==> src/rtl/dma_mm2s_axis_sink.sv <==
// Receiving end of the MM2S AXI4-Stream: buffers beats in a show-ahead FIFO,
// counts packets and bytes, and checks each packet's beat count against the
// programmed length.
module dma_mm2s_axis_sink #(
  parameter int DW         = 32,
  parameter int FIFO_DEPTH = 16,
  parameter int CNT_W      = 16
) (
  input  logic             clk_i,
  input  logic             rst_i,
  input  logic [DW-1:0]    s_axis_tdata,
  input  logic [DW/8-1:0]  s_axis_tkeep,
  input  logic             s_axis_tlast,
  input  logic             s_axis_tvalid,
  output logic             s_axis_tready,
  input  logic             enable_i,
  input  logic             clear_i,
  input  logic [7:0]       expected_len_i,
  input  logic             rd_en_i,
  output logic             rd_valid_o,
  output logic [DW-1:0]    rd_data_o,
  output logic             rd_last_o,
  output logic [CNT_W-1:0] pkt_cnt_o,
  output logic [31:0]      byte_cnt_o,
  output logic             len_err_o,
  output logic             busy_o,
  output logic             done_o
);

  localparam int KW = DW / 8;
  localparam int AW = $clog2(FIFO_DEPTH);
  localparam logic [AW-1:0]    PTR_ONE = 1;
  localparam logic [AW:0]      CNT_ONE = 1;
  localparam logic [AW:0]      CNT_FULL = FIFO_DEPTH;
  localparam logic [CNT_W-1:0] PKT_ONE = 1;

  typedef enum logic {IDLE, RECV} state_t;

  state_t            state_q, state_d;
  logic [DW:0]       mem [FIFO_DEPTH];
  logic [AW-1:0]     wr_ptr_q, rd_ptr_q;
  logic [AW:0]       count_q;
  logic [7:0]        exp_len_q, exp_len_d;
  logic [7:0]        beat_cnt_q, beat_cnt_d;
  logic [$clog2(KW):0] keep_bytes;
  logic [8:0]        beat_next;
  logic [32:0]       byte_sum;
  logic              full, empty, accept, push, pop;
  logic              set_err, pkt_inc, done_d;

  // full comes from the registered count only, so a same-cycle pop never raises tready
  assign full          = (count_q == CNT_FULL);
  assign empty         = (count_q == '0);
  assign s_axis_tready = (state_q == RECV) && !full;
  assign accept        = s_axis_tvalid && s_axis_tready;
  assign push          = accept && !clear_i;
  assign pop           = rd_en_i && !empty && !clear_i;
  assign beat_next     = {1'b0, beat_cnt_q} + 9'd1;
  assign byte_sum      = {1'b0, byte_cnt_o} + 33'(keep_bytes);
  assign busy_o        = (state_q == RECV);
  assign rd_valid_o    = !empty;
  // Head is gated by empty so the read port reads 0 after reset, not stale memory
  assign {rd_last_o, rd_data_o} = empty ? '0 : mem[rd_ptr_q];

  // Number of qualified bytes in the current beat
  always_comb begin
    keep_bytes = '0;
    for (int i = 0; i < KW; i++) begin
      keep_bytes = keep_bytes + ($bits(keep_bytes))'(s_axis_tkeep[i]);
    end
  end

  // Packet FSM: next state, beat counting and length-check decisions
  always_comb begin
    // NOTE: every output gets a default first; a path that leaves one unassigned would infer a latch.
    state_d    = state_q;
    exp_len_d  = exp_len_q;
    beat_cnt_d = beat_cnt_q;
    set_err    = 1'b0;
    pkt_inc    = 1'b0;
    done_d     = 1'b0;
    case (state_q)
      IDLE: begin
        if (enable_i) begin
          state_d    = RECV;
          exp_len_d  = expected_len_i;
          beat_cnt_d = '0;
        end
      end
      RECV: begin
        if (accept) begin
          if (s_axis_tlast) begin
            pkt_inc    = 1'b1;
            done_d     = 1'b1;
            set_err    = (exp_len_q != '0) && (beat_next != {1'b0, exp_len_q});
            beat_cnt_d = '0;
            if (enable_i) exp_len_d = expected_len_i;
            else          state_d   = IDLE;
          end else begin
            set_err    = (exp_len_q != '0) && (beat_next > {1'b0, exp_len_q});
            beat_cnt_d = (beat_cnt_q == 8'hFF) ? 8'hFF : beat_cnt_q + 8'd1;
          end
        end
      end
      default: state_d = IDLE;
    endcase
  end

  // Control state, counters and status; clear overrides everything else
  always_ff @(posedge clk_i or posedge rst_i) begin
    // NOTE: sequential state uses non-blocking assignments so every register samples pre-edge values.
    if (rst_i) begin
      state_q    <= IDLE;
      exp_len_q  <= '0;
      beat_cnt_q <= '0;
      pkt_cnt_o  <= '0;
      byte_cnt_o <= '0;
      len_err_o  <= 1'b0;
      done_o     <= 1'b0;
    end else if (clear_i) begin
      state_q    <= IDLE;
      exp_len_q  <= '0;
      beat_cnt_q <= '0;
      pkt_cnt_o  <= '0;
      byte_cnt_o <= '0;
      len_err_o  <= 1'b0;
      done_o     <= 1'b0;
    end else begin
      state_q    <= state_d;
      exp_len_q  <= exp_len_d;
      beat_cnt_q <= beat_cnt_d;
      done_o     <= done_d;
      if (set_err) len_err_o <= 1'b1;
      if (pkt_inc) pkt_cnt_o <= pkt_cnt_o + PKT_ONE;
      if (accept)  byte_cnt_o <= byte_sum[32] ? 32'hFFFF_FFFF : byte_sum[31:0];
    end
  end

  // FIFO pointers and occupancy
  always_ff @(posedge clk_i or posedge rst_i) begin
    if (rst_i) begin
      wr_ptr_q <= '0;
      rd_ptr_q <= '0;
      count_q  <= '0;
    end else if (clear_i) begin
      wr_ptr_q <= '0;
      rd_ptr_q <= '0;
      count_q  <= '0;
    end else begin
      if (push) wr_ptr_q <= wr_ptr_q + PTR_ONE;
      if (pop)  rd_ptr_q <= rd_ptr_q + PTR_ONE;
      case ({push, pop})
        2'b10:   count_q <= count_q + CNT_ONE;
        2'b01:   count_q <= count_q - CNT_ONE;
        default: count_q <= count_q;
      endcase
    end
  end

  // FIFO storage: {tlast, tdata} per accepted beat
  always_ff @(posedge clk_i) begin
    // NOTE: storage is deliberately not reset; the pointers and count define which entries are valid.
    if (push) mem[wr_ptr_q] <= {s_axis_tlast, s_axis_tdata};
  end

endmodule

==> config.mk <==
export PLATFORM = sky130hd
export DESIGN_NAME = dma_mm2s_axis_sink
export DESIGN_NICKNAME = d
export VERILOG_FILES = /design/src/rtl/dma_mm2s_axis_sink.sv
export SDC_FILE = /design/constraint.sdc
export NUM_CORES = 1
export LEC_CHECK = 0
export BUFFER_PORTS_ARGS = -buffer_cell sky130_fd_sc_hd__buf_4
export CORE_AREA = 2 2 208 210
export CTS_CLUSTER_SIZE = 25
export DETAILED_ROUTE_END_ITERATION = 16
export DIE_AREA = 0 0 210 212
export PLACE_DENSITY = 0.82
export SLEW_MARGIN = 0
export SYNTH_ARGS = -nofsm -noshare
export SYNTH_HDL_FRONTEND = slang
export SYNTH_SLANG_ARGS = --single-unit
==> constraint.sdc <==
create_clock -name clk_i -period 6.1 [get_ports clk_i]
set_clock_uncertainty 0.2 [all_clocks]
set_input_delay 0.305 -clock clk_i [delete_from_list [all_inputs] [get_ports clk_i]]
set_output_delay 0.305 -clock clk_i [all_outputs]
set_load 0.01 [all_outputs]
==> impl_metrics.ini, run 1 <==
[outcome]
status = finished clean

[final_layout]
fin_nets = 1566
mostFrequentLayoutCell = edfxtp_1
final_area_sq_um = 28700
final_util_pct = 67.6
areaGrowthSynthToFinish_pct = 16.1
drive_gt1_share_pct = 28.5
fillers = 2621
layout_common_cells = edfxtp_1, mux4_2, buf_4

[global_route]
grt_pass1_wl_um = 86500
grt_use_total_pct = 26.7
grt_antenna_before_repair = 1
grt_start_max_net_pins = 82
overflow = 0
grt_pass1_vias = 14000

[sta]
drv_slew = 0
rsz0062_at_grt = no
slew_headroom_pct = 21.7
timing.final.setup_violations = 0
fin_tns_setup_ns = 0
hold_violations = 0
period_needed_ns = 4.29
tightest_slew_ns = 1.17
period_share_pct = 70.4
max_freq_mhz = 233
worst_slack_ns = 1.81

[route]
vias_per_cell = 6.46
drtIter0Drc = 1316
first_pass_iters = 7
drtAntennaViolNets = 0
wl_per_cell_um = 27.7
totalWireLength_um = 57700
drcViolationCount = 0
vias = 13400

[min_path]
holdCritPathClass = in2reg

[clock_network]
htreeDepth = 2
clockBufferDepth = 3
cts_resized = 0
cts_tree = yes
clk_pin_slew_ns = 0.06
clkLatencyLatePin_ns = 0.61
postCtsSetupBuffers = 0
cts_made_buffers = 57
clock-sinks = 608
cts_root_buf = clkbuf_16

[place]
place_area_sq_um = 26500
place_ws_ns = 2.36
dp_hpwl_um = 29600
io_buffers = 136
gp_routability_congestion = 0.818

[power_and_ir_drop]
pwr-share-clk_pct = 34.9
p_comb_share_pct = 17.5
seqPwrFrac_pct = 47.5
p_sw_share_pct = 25.1
power_density_nw_per_um2 = 345
ir_worst_vdd_mv = 0.295
internal-power_mw = 7.42
p_sw_mw = 2.48
leakage_nw = 9.72
finalPower_mw = 9.90

[yosys]
synth_ff_type = edfxtp_1
yosysWarnings = 0
synth_seq_cells = 608
yosysSeqAreaShare_pct = 72.2
syn_nets = 1363
synth-async-reset-ratio_pct = 13.2
ys_types = 59
avgSynthCellArea_sq_um = 19.2
synth_edf_count = 528
syn_inst = 1289
syn_area_sq_um = 24700

[setup_path]
crit_path_top_delay_cell = dfrtp_4
critical_path_class = reg2out
cp.arrival_ns = 3.79
crit_family = flip-flops
slowest_delay_ns = 1.18
cp_max_fo = 54
crit_required_ns = 5.59
crit_path_end_kind = output port
cp.buffers_inverters = 2
critPathLaunchType = flip-flop
cp_cell_sequence = buf_4, mux4_2, mux4_2, and2_1, buf_4

[die]
io_pins = 137
die_h_um = 212
die_area_sq_um = 44500
start_util_pct = 58.2
die_x_um = 210
num_rows = 76
core-area_sq_um = 42500

[flow_run]
cap_viol_max_count = 0
-- registers in the layout (all words and copies together), names as in the netlist --
register / cells
byte_cnt_o: 32
beat_cnt_q: 8
len_err_o: 1
exp_len_q: 8
mem: 528
count_q: 5
pkt_cnt_o: 16
wr_ptr_q: 4
rd_ptr_q: 4
done_o: 1
busy_o: 1
-- kinds of logic (layout without fill, tap and decap cells) --
kind of cell    after synthesis  in the layout  share of synthesized area [%]
flops                       608            608                           72.2
simple gates                251            251                           5.52
mux                         176            176                           15.5
compound gates              112            112                           3.03
buf+inv                      90            333                           1.47
xor+xnor                     29             29                           1.03
fa+ha+maj                    23             23                           1.28
other cells                   0              1                              0
-- worst reg2reg max path: stages, from the launching register on --
cell,delay (ns)
dfrtp_1,0.46
or4_1,0.56
o21ai_2,0.35
or3_1,0.21
inv_1,0.09
ha_1,0.32
nor2b_1,0.15
o21ai_0,0.24
a221oi_1,0.12
a31oi_1,0.22
mux2_2,0.36
-- worst paths after layout --
| path | startpoint | end | slack, ns | cells after the start |
|---|---|---|---|---|
| max | rd_ptr_q[0] | rd_data_o[4] | 1.81 | 5 |
| min | clear_i | busy_o | 0.09 | 2 |
| max reg2reg | count_q[0] | count_q[4] | 2.73 | 10 |
| min reg2reg | beat_cnt_q[1] | beat_cnt_q[1] | 0.32 | 2 |
| max in group asynchronous | rst_i | rd_ptr_q[0] | 4.55 | 4 |
| min in group asynchronous | rst_i | done_o | 0.39 | 4 |
-- per-layer routing --
layer / routed length (um) / global-route usage, % / vias up
li1: - / - / 5644
met1: 21500 / 35.1 / 6931
met2: 29700 / 45.8 / 738
met3: 4610 / 4.71 / 119
met4: 1840 / 9.02 / 2
met5: 13 / 0 / -
-- cells in the mapped netlist, drive strengths merged, types with 4 or more instances --
| master | instances | area share [%] |
|---|---|---|
| a31oi | 18 | 0.46 |
| xor2 | 20 | 0.71 |
| nand3 | 20 | 0.46 |
| o21ai | 20 | 0.44 |
| dfrtp | 80 | 8.1 |
| mux4 | 165 | 15 |
| nand4 | 13 | 0.45 |
| a311oi | 9 | 0.32 |
| nor2b | 7 | 0.18 |
| a21oi | 25 | 0.51 |
| buf | 23 | 0.45 |
| nor3 | 19 | 0.40 |
| nor4 | 7 | 0.26 |
| and3 | 24 | 0.61 |
| ha | 19 | 0.96 |
| xnor2 | 9 | 0.32 |
| a211oi | 15 | 0.46 |
| nand2 | 32 | 0.49 |
| fa | 4 | 0.32 |
| and2 | 39 | 0.99 |
| edfxtp | 528 | 64 |
| mux2i | 10 | 0.40 |
| inv | 25 | 0.38 |
| and4 | 9 | 0.32 |
| clkbuf | 42 | 0.64 |
| nor2 | 72 | 1.1 |
-- final cells by class --
type	count	area [sq um]	share of cell area, %
clock buffers	74	1520	5.30
diodes	1	2.50	0.00871
multi-input cells	591	6590	22.9
inverters	25	95.1	0.331
clock inverters	25	262	0.911
flip-flops and latches	608	17900	62.2
repair buffers	209	1700	5.91
well taps	546	683	2.38
-- stage by stage --
step / hold WS [ns] / cells
floorplan: 0.204 / 1289
global placement: 0.283 / 1933
detailed placement: 0.299 / 1933
CTS: 0.0501 / 2078
global route: 0.104 / 2078
finish: 0.0861 / 2079
-- power by group through the flow --
stage	clock network (mW)	logic (mW)	registers (mW)
2_1_floorplan	0	1.15	4.68
3_3_place_gp	0	1.64	4.79
3_5_place_dp	0	1.69	4.80
4_1_cts	3.49	1.75	4.71
5_1_grt	3.63	1.84	4.72
6_report	3.46	1.74	4.71
-- what timing repair did --
action / CTS / global route
hold buffers: 46 / 0
hold endpoints to repair: 624 / 0
endpoints found under the setup margin: 0 / 0
No activity file was read; power rests on OpenSTA's default activity.
==> run 2: changes to the inputs <==
Settings changed: ABC_AREA from default to 1, CORE_AREA 2 2 208 210 to 2 2 219 221, DIE_AREA 0 0 210 212 to 0 0 221 223, PLACE_DENSITY 0.82 to 0.8.
Clock period 6.1 ns to 3.7 ns, I/O delays scaled along.
==> run 2 against run 1 <==
Core utilization down 4.0 points; cell area up 4.3%; sequential share of layout area down 2.6 points; clock power up 68%; global-route usage down 1.3 points; area after synthesis up 3.5%; first-iteration DRC count up 56%; critical path depth up 2; die area up 11%; sequential power up 61%; register-to-register slack worse by 1.9 ns; worst setup slack worse by 1.6 ns; critical endpoint is now rd_data_o[15]; highest routed layer unchanged.
==> impl_metrics.ini, run 2 <==
[outcome]
status = finished clean

[die]
num_rows = 80
start_util_pct = 54.3
die_area_sq_um = 49300
die_h_um = 223
io_pins = 137
core-area_sq_um = 47100
die_x_um = 221

[yosys]
synth_seq_cells = 608
syn_nets = 2242
yosysTopAreaCell = edfxtp_1
syn_area_sq_um = 25600
yosysMostFrequentCell = edfxtp_1
synth_top_area_share_pct = 62.0
synth_edf_count = 528
synth_ff_type = edfxtp_1
yosysWarnings = 0
yosysSeqAreaShare_pct = 69.8
avgSynthCellArea_sq_um = 11.8
ys_top_cells_by_count = edfxtp_1, nor2_1, o21ai_0, nand2_1, inv_1
syn_inst = 2168
ys_types = 43
synth-async-reset-ratio_pct = 13.2
synth.area.top_cells = edfxtp_1, dfrtp_1, o21ai_0

[setup_path]
crit_family = buffers and inverters
slowest_delay_ns = 0.57
cp.buffers_inverters = 3
crit_required_ns = 3.31
cp_max_fo = 64
startpoint = rd_ptr_q[0]
critical_path_class = reg2out
reg2reg_depth = 12
cp.arrival_ns = 3.08
crit_path_end_kind = output port
crit_path_top_delay_cell = buf_4
rrSetupSlack_ns = 0.79
crit_top_cell = buf_4
cp_cell_sequence = buf_4, buf_4, o21ai_0, o221ai_1, nand3_1, a21oi_1, buf_4
reg2reg_from = count_q[1]
critPathLaunchType = flip-flop
regToRegEndpoint = count_q[4]

[clock_network]
cts_resized = 0
clk_pin_slew_ns = 0.07
clockBufferDepth = 3
htreeDepth = 2
cts_root_buf = clkbuf_16
cts_tree = yes
clkLatencyLatePin_ns = 0.63
clock-sinks = 608
cts_made_buffers = 58

[route]
vias_per_cell = 6.10
routed-wl-met3_um = 5220
drtIter0Drc = 2049
drtAntennaViolNets = 0
routed.top_layer = met5
wl_per_cell_um = 21.1
met2_length_um = 31700
drcViolationCount = 0
totalWireLength_um = 63500
wl_met1_um = 24200
first_pass_iters = 5
vias = 18400

[final_layout]
regMostFlops = mem
largest_registers = mem: 528 flops, byte_cnt_o: 32 flops, pkt_cnt_o: 16 flops
largest_register_ffs = 528
layout_common_cells = edfxtp_1, o21ai_0, nor2_1
mostFrequentLayoutCell = edfxtp_1
fin_nets = 2423
final_area_sq_um = 30000
antenna_cells = 0
drive_gt1_share_pct = 13.0
areaGrowthSynthToFinish_pct = 17.0

[flow_run]
cap_viol_max_count = 0

[place]
dp_hpwl_um = 36200
io_buffers = 136
place_area_sq_um = 27500
gp_routability_congestion = 0.895

[global_route]
grt_use_total_pct = 25.4
grt_pass1_wl_um = 98100
overflow = 0
grt_pass1_vias = 18200
grt_antenna_before_repair = 1
grt_start_max_net_pins = 136

[sta]
fin_tns_setup_ns = 0
tightest_slew_ns = 1.01
slew_headroom_pct = 32.3
max_freq_mhz = 289
hold_violations = 0
rsz0062_at_grt = no
timing.final.setup_violations = 0
drv_slew = 0
period_needed_ns = 3.46
period_share_pct = 93.6

[min_path]
holdCritPathClass = in2reg
min_to = byte_cnt_o[1]
min-delay-start = s_axis_tkeep[1]
worstHoldPathCells = 5

[power_and_ir_drop]
ir_worst_vdd_mv = 0.442
leakage_nw = 10.7
power_density_nw_per_um2 = 585
run 2: what timing repair did:
item	in CTS	in global routing
hold endpoints to repair	661	0
hold buffers	61	0
buffers inserted	0	0
run 2: area by class of cell:
type | instances | area, sq um
well taps | 615 | 769
clock inverters | 40 | 383
fillers | 3348 | 17200
clock buffers | 66 | 1480
inverters | 123 | 469
flip-flops and latches | 608 | 17900
repair buffers | 243 | 2140
multi-input cells | 1315 | 6850
run 2: stage by stage:
stage                     hold slack [ns]  std cells  setup slack [ns]  utilization (%)  total power [mW]
after CTS                         0.00289       3010             0.220             63.5              17.5
after floorplan                    0.0839       2168             0.755                -              10.2
after global placement             0.0920       2843             0.644             58.3              11.6
after detailed placement           0.0893       2843             0.605             58.3              11.7
after global routing               0.0481       3010            0.0817             63.5              18.2
final                              0.0171       3010             0.238             63.5              17.5
run 2: worst max path at each step:
| stage | endpoint | slack [ns] | cells after the start |
|---|---|---|---|
| 3_3_place_gp | byte_cnt_o[5] | 0.64 | 14 |
| 2_1_floorplan | mem[11][0] | 0.75 | 6 |
| 4_1_cts | rd_data_o[17] | 0.22 | 7 |
| 5_1_grt | rd_data_o[15] | 0.08 | 7 |
| 3_5_place_dp | byte_cnt_o[14] | 0.60 | 14 |
| 6_report | rd_data_o[15] | 0.24 | 7 |
run 2: logic make-up (layout without fill, tap and decap cells):
| logic type | Yosys count | count (layout) | share of synthesized area, % |
|---|---|---|---|
| AO/OA/AOI/OAI | 567 | 567 | 12.7 |
| XOR/XNOR | 28 | 28 | 0.958 |
| buffers and inverters | 245 | 472 | 3.95 |
| adder cells (fa/ha/maj) | 23 | 23 | 1.24 |
| flip-flops | 608 | 608 | 69.8 |
| AND/OR/NAND/NOR | 697 | 697 | 11.4 |
run 2: power by group:
group	leakage, nW	total, mW	switching, mW	internal, mW
Sequential	5.85	7.59	0.0629	7.53
Clock	0.895	5.81	2.57	3.24
Combinational	4.01	4.13	2.75	1.38
Total	10.7	17.5	5.38	12.1
run 2: tightest hold or removal path: stages:
cell     delay (ns)
buf_4          0.09
fa_1           0.22
fa_1           0.17
o21ai_1        0.07
nand2_1        0.08
run 2: routing by layer:
metal  global-route usage [%]  vias up
li1                         -     8220
met1                     32.7     8991
met2                     43.2      964
met3                     3.67      178
met4                     10.8        2
met5                        0        -
